===== src/rtl/bcd_scan_mux.sv =====
// Multiplexed BCD scanner for common-anode 7-segment displays: frame-aligned
// double buffering, leading-zero blanking and a per-slot anti-ghosting dead time.
module bcd_scan_mux #(
  parameter int         N_DIGITS   = 4,
  parameter int         PRESCALE   = 100000,
  parameter int         DEAD       = 2,
  parameter logic [3:0] BLANK_CODE = 4'hF
) (
  input  logic                        clk,
  input  logic                        rst_n,
  input  logic                        enable,
  input  logic                        load,
  input  logic [4*N_DIGITS-1:0]       digits_in,
  input  logic                        blank_lz,
  output logic [3:0]                  digit_out,
  output logic [N_DIGITS-1:0]         anode_sel,
  output logic [$clog2(N_DIGITS)-1:0] digit_idx,
  output logic                        frame_done
);

  localparam int IW = $clog2(N_DIGITS);
  localparam int PW = (PRESCALE > 1) ? $clog2(PRESCALE) : 1;
  localparam logic [IW-1:0] LAST_IDX = IW'(N_DIGITS - 1);
  localparam logic [PW-1:0] LAST_CNT = PW'(PRESCALE - 1);

  logic [4*N_DIGITS-1:0] shadow;
  logic [4*N_DIGITS-1:0] display;
  logic                  pending;
  logic [PW-1:0]         pcnt;
  logic [IW-1:0]         idx;
  logic                  wrap_q;

  logic                  slot_end;
  logic                  frame_wrap;
  logic                  in_dead;
  logic                  zero_above;
  logic [3:0]            disp_nib [N_DIGITS];
  logic [N_DIGITS-1:0]   blank;
  logic [N_DIGITS-1:0]   anode_nxt;
  logic [3:0]            digit_nxt;

  assign slot_end   = enable && (pcnt == LAST_CNT);
  assign frame_wrap = slot_end && (idx == LAST_IDX);

  generate
    if (DEAD == 0) begin : g_no_dead
      assign in_dead = 1'b0;
    end else begin : g_dead
      assign in_dead = (pcnt < PW'(DEAD));
    end
  endgenerate

  for (genvar g = 0; g < N_DIGITS; g++) begin : g_nib
    assign disp_nib[g] = display[4*g +: 4];
  end

  // Slot timer and digit index; both freeze while scanning is disabled.
  always_ff @(posedge clk or negedge rst_n) begin
    if (!rst_n) begin
      pcnt <= '0;
      idx  <= '0;
    end else if (enable) begin
      if (pcnt == LAST_CNT) begin
        pcnt <= '0;
        idx  <= (idx == LAST_IDX) ? '0 : idx + IW'(1);
      end else begin
        pcnt <= pcnt + PW'(1);
      end
    end
  end

  // A load landing on the boundary edge stays pending; the transfer uses the older shadow.
  always_ff @(posedge clk or negedge rst_n) begin
    if (!rst_n) begin
      shadow  <= '0;
      display <= '0;
      pending <= 1'b0;
    end else begin
      if (frame_wrap && pending) begin
        display <= shadow;
      end
      if (load) begin
        shadow  <= digits_in;
        pending <= 1'b1;
      end else if (frame_wrap) begin
        pending <= 1'b0;
      end
    end
  end

  // Digit k is blank when it and every digit to its left are zero; digit 0 always shows.
  always_comb begin
    blank      = '0;
    zero_above = 1'b1;
    for (int k = N_DIGITS - 1; k >= 1; k--) begin
      zero_above = zero_above && (disp_nib[k] == 4'd0);
      blank[k]   = blank_lz && zero_above;
    end
  end

  always_comb begin
    anode_nxt = '1;
    digit_nxt = BLANK_CODE;
    if (enable && !in_dead) begin
      anode_nxt = ~(N_DIGITS'(1) << idx);
      digit_nxt = blank[idx] ? BLANK_CODE : disp_nib[idx];
    end
  end

  // frame_done is delayed one extra stage so it coincides with digit_idx showing 0.
  always_ff @(posedge clk or negedge rst_n) begin
    if (!rst_n) begin
      anode_sel  <= '1;
      digit_out  <= BLANK_CODE;
      digit_idx  <= '0;
      wrap_q     <= 1'b0;
      frame_done <= 1'b0;
    end else begin
      anode_sel  <= anode_nxt;
      digit_out  <= digit_nxt;
      digit_idx  <= idx;
      wrap_q     <= frame_wrap;
      frame_done <= wrap_q;
    end
  end

endmodule


===== config.mk =====
export PLATFORM = sky130hd
export DESIGN_NAME = bcd_scan_mux
export DESIGN_NICKNAME = d
export VERILOG_FILES = /design/src/rtl/bcd_scan_mux.sv
export SDC_FILE = /design/constraint.sdc
export NUM_CORES = 1
export LEC_CHECK = 0
export BUFFER_PORTS_ARGS = -buffer_cell sky130_fd_sc_hd__buf_2
export CAP_MARGIN = 20
export CORE_UTILIZATION = 57
export CTS_CLUSTER_SIZE = 24
export DETAILED_ROUTE_END_ITERATION = 8
export GPL_ROUTABILITY_DRIVEN = 0
export PLACE_DENSITY = 0.87
export SYNTH_ARGS = -nofsm -noshare
export SYNTH_HDL_FRONTEND = slang
export SYNTH_SLANG_ARGS = --single-unit

===== constraint.sdc =====
create_clock -name clk -period 3.23 [get_ports clk]
set_input_delay 0.4845 -clock clk [delete_from_list [all_inputs] [get_ports clk]]
set_output_delay 0.4845 -clock clk [all_outputs]
set_load 0.1 [all_outputs]

* Word-level counts from Yosys, hierarchy flattened
Index checks and enable logic that the tools add are counted.
** Storage, ports and cells
- Register bits :: 64
- Input bits :: 21
- Output and inout port bits :: 11
- Logic and storage cells :: 47
** Operators by class
- Add/subtract/negate cells :: 2
- Order comparisons :: 3
- Eq/ne operators :: 2
- Shifts and indexed selects :: 1
- Mux-type cells :: 12
- Bitwise gates (word level) :: 2
- Reductions and logical operators :: 15
** Operators by type and width (count)
- 4-bit 2-to-1 mux :: 5
- 17-bit by 1-bit adder with 17-bit output, second input constant :: 1
- 17-bit equality test, second input constant :: 1
- 17-bit by 2-bit < comparator with 1-bit output, second input constant :: 1
- 17-bit 2-to-1 mux :: 1
- 4-bit logical NOT :: 3
- 1-bit logical AND :: 9
- 4-bit binary-select mux with 2-bit select :: 1
- 4-bit NOT :: 1
- 1-bit by 2-bit left shift with 4-bit output, first input constant :: 1
- 3-bit >= comparator, second input constant :: 1
- 2-bit by 3-bit < comparator with 1-bit output, second input constant :: 1
- 1-bit 2-to-1 mux :: 3
- 2-bit NOT with 3-bit output :: 1
- 2-bit by 1-bit adder with 2-bit output, second input constant :: 1
- 1-bit binary-select mux with 2-bit select :: 1
- 2-bit equality test, second input constant :: 1
- 2-bit 2-to-1 mux :: 1
- 2-bit AND reduction :: 1
- 2-bit nonzero test :: 1
- 1-bit logical NOT :: 1

* Longest topological paths before layout
- Depth in word-level cells :: 8
- Gate-level depth with buffers :: 7
- Mapped depth without buffers :: 5

* Worst setup path before layout
No wires, ideal clock.
- Path kind :: register -> register
- Start :: reg pcnt[12]
- End :: reg display[0]
- Library setup time :: 0.125 ns
- Arrival time :: 2.360 ns
- Data required time :: 3.105 ns
- Path slack :: 0.745 ns
- Stages on the path, launching flop included :: 7
- Path buffers :: 2
- Period minus slack after synthesis :: 2.485 ns
- Cell sequence :: dfrtp_1 -> or4_4 -> or4_4 -> or3_1 -> buf_6 -> buf_12 -> mux2_4
** On the way
- Longest elaborated chain between the ends :: 4
** Ends and longest elaborated chain
- from (decl) :: RTL line 29 : logic [PW-1:0] pcnt;
- from (signal assigned) :: RTL line 67 : pcnt <= pcnt + PW'(1);
- 17-bit equality test :: RTL line 42 : assign slot_end = enable && (pcnt == LAST_CNT);
- 1-bit logical AND :: RTL line 42
- 1-bit logical AND :: RTL line 43 : assign frame_wrap = slot_end && (idx == LAST_IDX);
- 1-bit logical AND :: RTL line 79 : if (frame_wrap && pending) begin
- to (signal assigned) :: RTL line 80 : display <= shadow;
- to (decl) :: RTL line 27 : logic [4*N_DIGITS-1:0] display;
No other way between the ends.
A chain may end at the register's enable or synchronous reset.

* Worst setup path in the final report
- Start :: reg pcnt[8]
- End :: reg display[14]
Same word-level chain as after synthesis.

==> flow_metrics.env <==
export IMPL_fillers=321
export IMPL_avgSynthCellArea_sq_um=13.2
export IMPL_grt_antenna_before_repair=0
export IMPL_cap_violations=0
export IMPL_ys_seq_area_share_pct=57.4
export IMPL_async_flop_share_pct=100
export IMPL_hold_viol=0
export IMPL_min_period_over_period_pct=85.9
export IMPL_slowest_delay_ns=0.69
export IMPL_synthCells=212
export IMPL_cts_tree="built"
export IMPL_cts_buffers=9
export IMPL_vias=1762
export IMPL_crit_top_cell="or4_4"
export IMPL_clock_latency_ns=0.34
export IMPL_grtUsageTotal_pct=21.5
export IMPL_numClockSinks=64
export IMPL_antenna_left=0
export IMPL_outcome="finished with violations"
export IMPL_synth_most_common_cell="dfrtp_1"
export IMPL_ir_worst_vdd_mv=0.277
export IMPL_die_w_um=72.2
export IMPL_dp_cells=304
export IMPL_yosysTopAreaCellShare_pct=49.9
export IMPL_period_needed_ns=2.77
export IMPL_crit_type="flop to flop"
export IMPL_synth_flop_cell="dfrtp_1"
export IMPL_htreeDepth=3
export IMPL_routed_via_density=5.51
export IMPL_synth_edff_count=0
export IMPL_slew_headroom_pct=41.8
export IMPL_cts_hold_buf=0
export IMPL_post_place_ws_ns=0.488
export IMPL_drt_first_pass_iters=9
export IMPL_crit_path_end_kind="flop"
export IMPL_cp_start_kind="flop"
export IMPL_max_freq_mhz=360
export IMPL_grt_max_degree=25
export IMPL_leakage_nw=1.50
export IMPL_cp_top_family="simple AND/OR/NAND/NOR gates"
export IMPL_hold_path_class="input port to async pin"
export IMPL_synthToLayoutAreaGrowth_pct=14.0
export IMPL_grt_pass1_vias=1757
export IMPL_cts_max_path_buffers=2
export IMPL_setup_slack_ns=0.455
export IMPL_r2r_start="pcnt[8]"
export IMPL_ios=32
export IMPL_violations="design-rule violations"
export IMPL_drt_initial_drc_count=131
export IMPL_total_power_mw=1.77
export IMPL_die_h_um=72.2
export IMPL_worst_slew_pin_slew_ns=0.865
export IMPL_avgRoutedWirePerCell_um=15.4
export IMPL_netlist_area_sq_mm=0.00281
export IMPL_globalRouteMet3Util_pct=5.42
export IMPL_post_cts_buffers=0
export IMPL_yosysWarnings=0
export IMPL_insertedDiodeCount=0
export IMPL_nets=274
export IMPL_fin_area_sq_mm=0.00320
export IMPL_drc=2
export IMPL_root_buffer="clkbuf_8"
export IMPL_cp_slowest_cell="or3_1"
export IMPL_ys_seq_elements=64
export IMPL_synth_area_leaders="dfrtp_1 (50%), mux2_2 (8.8%), dfstp_2 (7.5%)"
export IMPL_std_cell_rows=25
export IMPL_syn_nets=238
export IMPL_placed_area_sq_mm=0.00300
export IMPL_cp_startpoint="pcnt[8]"
export IMPL_start_util_pct=59.4
export IMPL_coreArea_sq_mm=0.00472
export IMPL_crit_fanout=16
export IMPL_ys_types=37
export IMPL_synthTopCellsByCount="dfrtp_1 (56), mux2_2 (22), nand2_1 (15)"
export IMPL_crit_chain="or4_4 > or4_4 > or3_1 > mux2_4"
export IMPL_worst_hold_slack_ns=0.110
export IMPL_path_clk_slew_ns=0.07
export IMPL_stdcell_count=320
export IMPL_grt_pass1_wl_um=8230
export IMPL_met1_usage_pct=29.8
export IMPL_grt_use_met2_pct=29.8
export IMPL_tns_ns=0
export IMPL_drive_gt1_share_pct=37.9
export IMPL_setup_violations=0
export IMPL_grt_setup_unrepaired="no"
export IMPL_powerDensity_mw_per_mm2=553
export IMPL_cts_resized=0
export IMPL_busiest_layer="met2"
export IMPL_drv_slew=0
export IMPL_grt_ovfl_total=0
export IMPL_die_area_sq_mm=0.00521
export IMPL_place_hpwl_um=3220
export IMPL_crit_arrival_ns=3.00
export IMPL_yosysTopAreaCell="dfrtp_1"
export IMPL_finClkSkew_ns=0.00565
export IMPL_io_buffers=31
export IMPL_fin_util_pct=67.7
export IMPL_routed_wl_um=4910
export IMPL_crit_required_ns=3.46
export IMPL_cp_num_buf_inv=0
-- layer usage --
metal  vias to the layer above  part of all wire (%)
met4                         0                   3.2
li1                        828                     -
met1                       869                    48
met5                         -                     0
met2                        51                    44
met3                        14                   3.9
-- logic make-up (layout without fill, tap and decap cells) --
family / after synthesis / after routing / share of synthesized area, %
mux: 38 / 38 / 18.1
flops: 64 / 64 / 57.4
simple gates: 67 / 67 / 12.9
fa+ha+maj: 5 / 5 / 2.23
compound gates: 11 / 11 / 2.54
buf+inv: 15 / 56 / 3.08
xor+xnor: 12 / 12 / 3.74
-- power breakdown --
group	switching, mW	internal, mW
sequential	0.0589	0.859
combinational	0.0967	0.0726
clock	0.287	0.396
-- cell usage in the layout (no fill, tap or decap), drive strengths merged --
cell    count
dfrtp      56
or3         2
and3        1
o21ai       4
ha          5
o21bai      1
nand4       7
o221ai      1
nand3      10
nand2      15
nand3b      4
or3b        1
buf        33
o22ai       2
nor3        5
clkinv      2
a21oi       1
nor4        6
mux2i       2
and4        1
mux4        4
mux2       32
or4         2
nor2b       1
nand2b      3
nor2        9
inv         7
clkbuf     13
xnor2      10
bufinv      1
o31a        1
a21o        1
dfstp       8
xor2        2
-- final cells by class --
| type | count | area (sq um) | area share, % |
|---|---|---|---|
| Timing Repair Buffer | 33 | 170 | 5.32 |
| Clock inverter | 3 | 40.0 | 1.25 |
| Clock buffer | 13 | 159 | 4.97 |
| Multi-Input combinational cell | 133 | 1110 | 34.6 |
| Sequential cell | 64 | 1610 | 50.4 |
| Tap cell | 67 | 83.8 | 2.62 |
| Inverter | 7 | 26.3 | 0.821 |
-- flip-flops by register name, indices dropped and copies added (netlist names) --
signal	cells
digit_idx	2
display	16
pcnt	17
pending	1
anode_sel	4
frame_done	1
shadow	16
digit_out	4
wrap_q	1
idx	2
-- path summary, 6_finish.rpt --
check,cells after the start,slack [ns],endpoint
setup reg to reg,4,0.46,display[14]
min in group clk,0,0.36,frame_done
max in group asynchronous,2,2.42,display[8]
hold / removal,1,0.11,display[0]
setup / recovery,4,0.46,display[14]
hold reg to reg,0,0.36,frame_done
No activity file was read; power rests on OpenSTA's default activity.
